===== src/rtl/emaxi_wr.sv =====
// emaxi_wr: emesh write packet to AXI3 write initiator.
// Holds one packet at a time, issues AW and W independently, and tracks
// up to MAX_OUT outstanding B responses.
// Optional feature macro: EMAXI_WR_BRESP_ERR_EN (sticky wr_error on SLVERR/DECERR).
module emaxi_wr #(
  parameter int             IDW     = 12,
  parameter logic [IDW-1:0] AXI_ID  = '0,
  parameter int             MAX_OUT = 4
) (
  input  logic             m_axi_aclk,
  input  logic             m_axi_aresetn,
  input  logic             wr_access,
  input  logic [103:0]     wr_packet,
  output logic             wr_wait,
  output logic [IDW-1:0]   m_axi_awid,
  output logic [31:0]      m_axi_awaddr,
  output logic [7:0]       m_axi_awlen,
  output logic [2:0]       m_axi_awsize,
  output logic [1:0]       m_axi_awburst,
  output logic             m_axi_awvalid,
  input  logic             m_axi_awready,
  output logic [31:0]      m_axi_wdata,
  output logic [3:0]       m_axi_wstrb,
  output logic             m_axi_wlast,
  output logic             m_axi_wvalid,
  input  logic             m_axi_wready,
  input  logic [IDW-1:0]   m_axi_bid,
  input  logic [1:0]       m_axi_bresp,
  input  logic             m_axi_bvalid,
  output logic             m_axi_bready,
  output logic             wr_error
);

  localparam logic [3:0] MAX_OUT_C = 4'(MAX_OUT);

  // Registered state
  logic        awvalid_q, awvalid_d;
  logic [31:0] awaddr_q,  awaddr_d;
  logic [7:0]  awlen_q,   awlen_d;
  logic [2:0]  awsize_q,  awsize_d;
  logic [1:0]  awburst_q, awburst_d;
  logic        wvalid_q,  wvalid_d;
  logic [31:0] wdata_q,   wdata_d;
  logic [31:0] wdata_hi_q, wdata_hi_d;
  logic [3:0]  wstrb_q,   wstrb_d;
  logic        wlast_q,   wlast_d;
  logic        beat_q,    beat_d;
  logic [3:0]  out_cnt_q, out_cnt_d;
  logic        wr_error_q, wr_error_d;

  // Packet decode
  logic [31:0] pk_addr;
  logic [31:0] pk_data;
  logic [31:0] pk_data_hi;
  logic [31:0] pk_wdata;
  logic [7:0]  pk_len;
  logic [2:0]  pk_size;
  logic [3:0]  pk_strb;
  logic        pk_last;

  // Handshakes and control
  logic busy;
  logic accept;
  logic load;
  logic aw_hs;
  logic w_hs;
  logic b_hs;
  logic b_err;

  // ctrlmode and bid carry no meaning for the write path
  logic unused_inputs;
  assign unused_inputs = ^{m_axi_bid, m_axi_bresp[0], wr_packet[7:3]};

  assign busy   = awvalid_q | wvalid_q;
  assign wr_wait = busy | (out_cnt_q == MAX_OUT_C);
  assign accept = wr_access & ~wr_wait;
  assign load   = accept & wr_packet[0];
  assign aw_hs  = awvalid_q & m_axi_awready;
  assign w_hs   = wvalid_q & m_axi_wready;
  assign b_hs   = m_axi_bvalid & m_axi_bready;

`ifdef EMAXI_WR_BRESP_ERR_EN
  assign b_err = b_hs & m_axi_bresp[1];
`else
  assign b_err = 1'b0;
`endif

  // Translate the incoming packet's datamode into AW/W field values
  always_comb begin
    pk_addr    = wr_packet[39:8];
    pk_data    = wr_packet[71:40];
    pk_data_hi = wr_packet[103:72];
    pk_wdata   = pk_data;
    pk_len     = 8'd0;
    pk_size    = 3'd2;
    pk_strb    = 4'hF;
    pk_last    = 1'b1;
    case (wr_packet[2:1])
      2'b00: begin
        pk_size  = 3'd0;
        pk_strb  = 4'b0001 << pk_addr[1:0];
        pk_wdata = {4{pk_data[7:0]}};
      end
      2'b01: begin
        pk_size    = 3'd1;
        pk_strb    = pk_addr[1] ? 4'b1100 : 4'b0011;
        pk_wdata   = {2{pk_data[15:0]}};
        pk_addr[0] = 1'b0;
      end
      2'b10: begin
        pk_addr[1:0] = 2'b00;
      end
      default: begin
        pk_len       = 8'd1;
        pk_last      = 1'b0;
        pk_addr[2:0] = 3'b000;
      end
    endcase
  end

  // Address channel: load on accept, drop valid after handshake
  always_comb begin
    awvalid_d = awvalid_q;
    awaddr_d  = awaddr_q;
    awlen_d   = awlen_q;
    awsize_d  = awsize_q;
    awburst_d = awburst_q;
    if (load) begin
      awvalid_d = 1'b1;
      awaddr_d  = pk_addr;
      awlen_d   = pk_len;
      awsize_d  = pk_size;
      awburst_d = 2'b01;
    end else if (aw_hs) begin
      awvalid_d = 1'b0;
    end
  end

  // Data channel: first beat on load, second beat of a double swaps in the upper word
  always_comb begin
    wvalid_d   = wvalid_q;
    wdata_d    = wdata_q;
    wdata_hi_d = wdata_hi_q;
    wstrb_d    = wstrb_q;
    wlast_d    = wlast_q;
    beat_d     = beat_q;
    if (load) begin
      wvalid_d   = 1'b1;
      wdata_d    = pk_wdata;
      wdata_hi_d = pk_data_hi;
      wstrb_d    = pk_strb;
      wlast_d    = pk_last;
      beat_d     = 1'b0;
    end else if (w_hs) begin
      if (wlast_q) begin
        wvalid_d = 1'b0;
      end else begin
        wdata_d = wdata_hi_q;
        wlast_d = 1'b1;
        beat_d  = 1'b1;
      end
    end
  end

  // Outstanding response counter and sticky error
  always_comb begin
    out_cnt_d  = out_cnt_q;
    wr_error_d = wr_error_q | b_err;
    case ({aw_hs, b_hs})
      2'b10:   out_cnt_d = out_cnt_q + 4'd1;
      2'b01:   out_cnt_d = out_cnt_q - 4'd1;
      default: out_cnt_d = out_cnt_q;
    endcase
  end

  // State registers; reset abandons any in-flight transaction
  always_ff @(posedge m_axi_aclk or negedge m_axi_aresetn) begin
    if (!m_axi_aresetn) begin
      awvalid_q  <= 1'b0;
      awaddr_q   <= '0;
      awlen_q    <= '0;
      awsize_q   <= '0;
      awburst_q  <= '0;
      wvalid_q   <= 1'b0;
      wdata_q    <= '0;
      wdata_hi_q <= '0;
      wstrb_q    <= '0;
      wlast_q    <= 1'b0;
      beat_q     <= 1'b0;
      out_cnt_q  <= '0;
      wr_error_q <= 1'b0;
    end else begin
      awvalid_q  <= awvalid_d;
      awaddr_q   <= awaddr_d;
      awlen_q    <= awlen_d;
      awsize_q   <= awsize_d;
      awburst_q  <= awburst_d;
      wvalid_q   <= wvalid_d;
      wdata_q    <= wdata_d;
      wdata_hi_q <= wdata_hi_d;
      wstrb_q    <= wstrb_d;
      wlast_q    <= wlast_d;
      beat_q     <= beat_d;
      out_cnt_q  <= out_cnt_d;
      wr_error_q <= wr_error_d;
    end
  end

  // beat index is kept for visibility; wlast already encodes the final beat
  logic unused_beat;
  assign unused_beat = beat_q;

  assign m_axi_awid    = AXI_ID;
  assign m_axi_awaddr  = awaddr_q;
  assign m_axi_awlen   = awlen_q;
  assign m_axi_awsize  = awsize_q;
  assign m_axi_awburst = awburst_q;
  assign m_axi_awvalid = awvalid_q;
  assign m_axi_wdata   = wdata_q;
  assign m_axi_wstrb   = wstrb_q;
  assign m_axi_wlast   = wlast_q;
  assign m_axi_wvalid  = wvalid_q;
  assign m_axi_bready  = (out_cnt_q != 4'd0);
  assign wr_error      = wr_error_q;

endmodule


===== config.mk =====
export PLATFORM = sky130hd
export DESIGN_NAME = emaxi_wr
export DESIGN_NICKNAME = d
export VERILOG_FILES = /design/src/rtl/emaxi_wr.sv
export SDC_FILE = /design/constraint.sdc
export NUM_CORES = 1
export LEC_CHECK = 0
export CORE_ASPECT_RATIO = 0.9
export CORE_MARGIN = 2
export CORE_UTILIZATION = 30
export CTS_CLUSTER_SIZE = 8
export DETAILED_ROUTE_END_ITERATION = 10
export PLACE_DENSITY = 0.69
export SYNTH_ARGS = -nofsm -noshare
export SYNTH_HDL_FRONTEND = slang
export SYNTH_SLANG_ARGS = --single-unit

===== constraint.sdc =====
create_clock -name m_axi_aclk -period 2.6 [get_ports m_axi_aclk]
set_input_delay 0.52 -clock m_axi_aclk [delete_from_list [all_inputs] [get_ports m_axi_aclk]]
set_output_delay 0.52 -clock m_axi_aclk [all_outputs]
set_load 0.05 [all_outputs]

### After elaboration in Yosys (flattened, before gate mapping)

Cells that the tools add are included.

| word-level totals | value |
|---|---|
| register bits after elaboration | 119 |
| bits of input ports | 124 |
| word-level logic and storage cells | 58 |

| cells by class | value |
|---|---|
| add/subtract/negate cells | 2 |
| eq/ne operators | 6 |
| shifts and indexed selects | 1 |
| muxes and demuxes | 20 |
| bitwise operators | 8 |
| reduce and logical (&&, ||, !) cells | 10 |

Operators with widths:

| cell | count |
|---|---|
| 32-bit 2-to-1 mux | 3 |
| 32-bit case mux with 2 select lines | 1 |
| 4-bit case mux with 2 select lines | 2 |
| 1-bit 2-to-1 mux | 12 |
| 2-bit nonzero test | 4 |
| 1-bit bitwise AND | 5 |
| 4-bit by 1-bit adder with 4-bit output, second input constant | 1 |
| 2-bit by 1-bit == test with 1-bit output, second input constant | 2 |
| 2-bit == test, second input constant | 2 |
| 4-bit by 3-bit == test with 1-bit output, second input constant | 1 |
| 4-bit 2-to-1 mux | 1 |
| 2-bit case mux with 2 select lines | 1 |
| 2-bit AND reduction | 2 |
| 4-bit nonzero test | 1 |
| 1-bit by 2-bit left shift with 4-bit output, first input constant | 1 |
| 4-bit by 1-bit subtractor with 4-bit output, second input constant | 1 |
| 3-bit OR reduction | 1 |
| 2-bit logical NOT | 1 |
| 2-bit by 1-bit inequality test with 1-bit output, second input constant | 1 |
| 1-bit OR | 2 |
| 2-bit OR reduction | 1 |
| 1-bit NOT | 1 |

### Depth between registers and ports, before layout

| depth | value |
|---|---|
| depth after elaboration | 7 |
| mapped depth | 9 |
| depth with buffers taken out | 8 |

### Worst setup path after synthesis

OpenSTA, ideal clock, no wires.

| timing path | value |
|---|---|
| path type | register to register |
| start point | reg out_cnt_q[1] |
| end point | reg out_cnt_q[3] |
| library setup time | 0.090 ns |
| arrival time | 2.799 ns |
| slack | -0.289 ns |
| cell stages (with the launch flop) | 9 |
| clock period less this slack | 2.889 ns |
| cell sequence | dfrtp_1 buf_2 or4_1 and2_1 ha_1 clkbuf_1 or4b_2 a21o_1 o221ai_1 |

| between the ends | value |
|---|---|
| longest elaborated chain between the ends | 4 |
| elaborated cells between the ends (all ways) | 8 |
| classes of those cells | 2 x add/sub; 2 x eq/ne; 1 x mux; 1 x bitwise; 2 x reduce/logical |

RTL lines:

| element | RTL line | source |
|---|---|---|
| start: declaration | 48 | `logic [3:0] out_cnt_q, out_cnt_d;` |
| start signal: assignment | 204 | `out_cnt_q <= out_cnt_d;` |
| 4-bit nonzero test (*) | 223 | `assign m_axi_bready = (out_cnt_q != 4'd0);` |
| named net m_axi_bready | 30 | `output logic m_axi_bready,` |
| 1-bit bitwise AND (*) | 80 | `assign b_hs = m_axi_bvalid & m_axi_bready;` |
| 2-bit by 1-bit == test with 1-bit output / 2-bit == test (equally long branches) | 169 | `case ({aw_hs, b_hs})` |
| 4-bit case mux with 2 select lines / 2-bit nonzero test (equally long branches) | n/a |  |

Mark *: on every way through the listed nets, which the timed path passes. The rest lies on a longest branch.
A chain may end at the register's enable or synchronous reset.

### Worst setup path in the final report

| timing path | value |
|---|---|
| start point | reg out_cnt_q[0] |
| end point | reg out_cnt_q[2] |

| between the ends | value |
|---|---|
| longest elaborated chain between the ends | 4 |
| elaborated cells between the ends (all ways) | 8 |
| classes of those cells | 2 x add/sub; 2 x eq/ne; 1 x mux; 1 x bitwise; 2 x reduce/logical |

RTL lines:

| element | RTL line |
|---|---|
| 4-bit nonzero test | 223 |
| 1-bit bitwise AND | 80 |
| 2-bit by 1-bit == test with 1-bit output / 2-bit == test (equally long branches) | 169 |
| 4-bit case mux with 2 select lines / 2-bit nonzero test (equally long branches) | n/a |

Parallel ways exist; a longest one is shown, timed or not.

==> results.md <==
Final layout:
- Relative to the synthesized area, the layout overhead comes to 44.58%.
- Of the cells placed in the final design, the portion with a size suffix greater than 1 is 0.2275.
- Summing all flip-flop and latch instances after layout gives 0.002778 sq mm.
- Counting the fill cells in the layout gives 1575.
- The footprint of the multi-input gates is 0.002228 sq mm.
- The finished cells cover 0.007580 sq mm.
- The final layout contains 690 nets.
- The repair_antennas step left the layout with diodes totalling 0.

Floorplan:
- The floorplan core area is 0.01700 sq mm.
- The width of the chip is 143.3 microns.
- The height of the chip is 129.4 microns.
- In this run the count of I/O pins placed on the die edge is 223.
- After floorplanning, the core was divided into 45 placement rows.
- The die covers 0.01855 sq mm.
- The initial utilization of the core area, before any placement, comes to 0.3083.

Timing:
- Setup total negative slack on the finished layout was measured at 0 ns.
- At the pin with the least slew margin, the transition time is 0.5821 ns.
- Clock skew on the completed layout was measured at 0.008662 ns.
- Hold is met by 0.1536 ns.
- The number of hold violations in the final report was 0.
- Setup repair after global routing left no endpoint under its margin.
- The number of endpoints failing setup at the final stage is 0.
- The number of slew-limit violations in the final report is 0.
- The time the final worst path needs with I/O delays and setup is 2.419 ns.
- For this run, the top clock speed supported by timing is 0.4135 GHz.
- In the finished design, the share of the clock period the worst path needs comes to 0.9302.
- Headroom to the max-slew limit came out at 0.6119.

Yosys:
- The number of warning messages in the yosys log is 0.
- The leading area contributor after synthesis is sky130_fd_sc_hd__dfrtp_1.
- After synthesis the cells add up to 0.005243 sq mm.
- The share of synthesized area in the top cell type comes to 0.5298.
- Counting flops with an async set or reset pin after synthesis yields a share of 1.000.
- The distinct cell type count of the synthesized netlist is 34.
- After synthesis the netlist holds a flip-flop and latch count of 111.
- The library cell with the highest instance count after synthesis is sky130_fd_sc_hd__dfrtp_1.
- Sorting the synthesized cells by area gives the leading types as sky130_fd_sc_hd__dfrtp_1 53%, sky130_fd_sc_hd__mux2_2 20%, sky130_fd_sc_hd__mux2i_1 11%.
- Counting flops with a built-in enable in the synthesized netlist gives 0.
- The sequential fraction of the synthesis area is 0.5298.
- After synthesis, the mean cell area works out to 13.72 sq um.
- The leading register cell type out of synthesis is sky130_fd_sc_hd__dfrtp_1.
- The instance count of the mapped netlist is 382.
- By count the netlist is led by 111 x sky130_fd_sc_hd__dfrtp_1, 94 x sky130_fd_sc_hd__mux2_2, 59 x sky130_fd_sc_hd__mux2i_1, 29 x sky130_fd_sc_hd__buf_4, 14 x sky130_fd_sc_hd__nand2_1.

Detailed routing:
- The detailed router placed 3562 vias in this run.
- For this run, the detailed router's first-pass iteration total came to 4.
- After detailed routing, the average wire length per cell comes to 16.12 microns.
- The total wire length is 12.93 mm.
- Dividing the detail-routed via count by the number of cells gives 4.441.
- The number of routed nets with antenna violations is 0.
- The first routing iteration left 62 violations.
- In the routed design, unresolved DRC markers number 0.

Hold path:
- The worst hold path belongs to the class in -> async.

Worst setup path:
- The required arrival time at the worst endpoint is 2.87 ns.
- The startpoint class of the critical path is a flop.
- Of all nets on the critical path, the largest fanout is 7.
- At the worst endpoint, the arrival time is 2.68 ns.
- The endpoint kind of the worst setup timing path is a flop.
- The path type of the worst setup path is reg -> reg.
- Setup slack on the worst reg-to-reg path comes out at 0.18 ns.

Pwr:
- Across the VDD grid, the largest voltage drop is 0.7466 mV.
- Of the total power, combinational logic draws 0.536.
- The leakage power is 3.380 nW.
- Of the total power, the clock network draws 0.150.
- The power density relative to cell area is 1298 mW/mm^2.
- Of the total power, the share spent switching nets is 0.4344.
- The switching power summed over all nets is 4.273 mW.
- The share of total power in sequential cells is 0.314.
- The internal power of the cells is 5.563 mW.

Placed design:
- Routability-driven placement finished with a final weighted congestion of 0.7304.
- The count of buffers added on input and output ports is 181.
- The HPWL after detailed placement is 9.561 mm.
- The total cell area at the placement stage is 0.007261 sq mm.

Clock tree:
- TritonCTS built the clock tree.
- The post-CTS clock slew at the launch and capture registers of the worst setup and hold paths is 0.07 ns.
- For this design, the sink count on the clock tree is 111.
- The number of clock buffers added by TritonCTS is 9.
- The tree is rooted in a sky130_fd_sc_hd__clkbuf_16.
- The CTS H-tree depth is 3.
- The number of buffers between clock root and the deepest sink is 2.
- Once the clock tree was built, the setup fixing pass inserted 0 buffers.
- The clock latency on the worst-skew pair is 0.35 ns.

GRT:
- The initial antenna violation count came to 1.
- The pin count of the biggest net entering global routing is 58.
- The total overflow reported by the global router is 0.
- The number of global-route vias before repair is 3867.
- The first global-routing pass estimated 20.21 mm of wire.
- In the global route stage, overall resource usage came out at 0.1416.

Run:
- The max capacitance violation total is 0.

Status:
- The flow ran to the end, and the final reports show no timing, DRC or antenna violations.
[per-stage QoR]
stage | total power [mW] | cells | utilization | setup slack (ns)
2_1_floorplan | 6.658 | 403 | - | 0.007037
3_3_place_gp | 8.279 | 787 | 0.4270 | 0.09043
3_5_place_dp | 8.442 | 787 | 0.4270 | 0.07223
4_1_cts | 9.963 | 802 | 0.4457 | 0.1801
5_1_grt | 10.36 | 802 | 0.4458 | 0.05005
6_report | 9.836 | 802 | 0.4458 | 0.1814
[power by group through the flow]
stage          clock [mW]  sequential (mW)  combinational (mW)
3_3_place_gp            0             3.05                5.23
6_report             1.48             3.09                5.27
5_1_grt              1.62             3.21                5.53
3_5_place_dp            0             3.13                5.32
4_1_cts              1.54             3.10                5.33
2_1_floorplan           0             5.05                1.60
[flip-flops by register name, indices dropped and copies added, names as in the netlist, 2 cells and up]
name / cells
wdata_hi_q: 32
m_axi_wdata: 32
m_axi_awaddr: 32
m_axi_wstrb: 4
m_axi_awsize: 2
out_cnt_q: 4
[critical path, stage by stage (launching register included)]
cell	delay, ns
sky130_fd_sc_hd__dfrtp_1	0.46
sky130_fd_sc_hd__or4_4	0.56
sky130_fd_sc_hd__and2_4	0.16
sky130_fd_sc_hd__ha_1	0.26
sky130_fd_sc_hd__xor2_1	0.16
sky130_fd_sc_hd__ha_1	0.19
sky130_fd_sc_hd__a21oi_1	0.15
sky130_fd_sc_hd__mux2i_1	0.26
sky130_fd_sc_hd__xnor2_1	0.15
[path summary, 6_finish.rpt]
path	to	cells past startpoint	startpoint
worst max-delay path	out_cnt_q[2]$_DFFE_PN0P_	8	out_cnt_q[0]$_DFFE_PN0P_
worst min-delay path	m_axi_awaddr[7]$_DFFE_PN0P_	1	m_axi_aresetn
worst max register to register	out_cnt_q[2]$_DFFE_PN0P_	8	out_cnt_q[0]$_DFFE_PN0P_
worst min register to register	m_axi_awburst[0]$_DFFE_PN0P_	1	m_axi_awburst[0]$_DFFE_PN0P_
max in group asynchronous	m_axi_wdata[30]$_DFFE_PN0P_	2	m_axi_aresetn
min in group m_axi_aclk	m_axi_awburst[0]$_DFFE_PN0P_	1	m_axi_awburst[0]$_DFFE_PN0P_
[cells in the final DEF (no fill, tap or decap), types with 2 or more instances in the layout]
master | netlist | layout
sky130_fd_sc_hd__clkdlybuf4s50_1 | 0 | 177
sky130_fd_sc_hd__dfrtp_1 | 111 | 111
sky130_fd_sc_hd__mux2_2 | 94 | 94
sky130_fd_sc_hd__mux2i_1 | 59 | 59
sky130_fd_sc_hd__conb_1 | 1 | 22
sky130_fd_sc_hd__nand2_1 | 14 | 14
sky130_fd_sc_hd__o21ai_0 | 10 | 10
sky130_fd_sc_hd__mux2_1 | 9 | 9
sky130_fd_sc_hd__clkbuf_16 | 0 | 9
sky130_fd_sc_hd__buf_4 | 29 | 8
sky130_fd_sc_hd__nor2_1 | 5 | 5
sky130_fd_sc_hd__buf_12 | 0 | 5
sky130_fd_sc_hd__a21oi_1 | 4 | 4
sky130_fd_sc_hd__nor2b_1 | 4 | 4
sky130_fd_sc_hd__inv_1 | 4 | 4
sky130_fd_sc_hd__ha_1 | 3 | 3
sky130_fd_sc_hd__nand3b_1 | 2 | 2
sky130_fd_sc_hd__xnor2_1 | 2 | 2
sky130_fd_sc_hd__nand2b_1 | 2 | 2
sky130_fd_sc_hd__bufinv_16 | 0 | 2
sky130_fd_sc_hd__clkinv_4 | 0 | 2
[cell type report]
cell class | count | area share
inverter | 4 | 0.001981
clock inverter | 6 | 0.01238
multi-input combinational | 245 | 0.2940
clock buffer | 9 | 0.02971
tap | 235 | 0.03879
timing repair buffer | 192 | 0.2567
sequential | 111 | 0.3665
[what timing repair did]
item	4_1_cts	5_1_grt
cloned	0	0
hold buffers	0	0
gates resized for setup	1	1
endpoints found under the setup margin	1	1
[layer usage]
metal  track usage  share of wire  vias up  routed length (microns)
met5             0        0.00093        -                       12
li1              -              -     1665                        -
met2        0.2418           0.49      116                     6318
met3       0.05580          0.072        9                      925
met4       0.02768         0.0064        2                       83
met1        0.1713           0.43     1770                     5585
[cell families after synthesis]
| kind of cell | synth area share |
|---|---|
| buffers and inverters | 0.06157 |
| adders and majority gates | 0.007161 |
| muxes | 0.3339 |
| xor gates and xnor gates | 0.005013 |
| and+or+nand+nor | 0.03914 |
| other | 0.0007153 |
| DFF | 0.5298 |
| AOI/OAI and AO/OA | 0.02268 |
No activity file was read; power rests on OpenSTA's default activity.
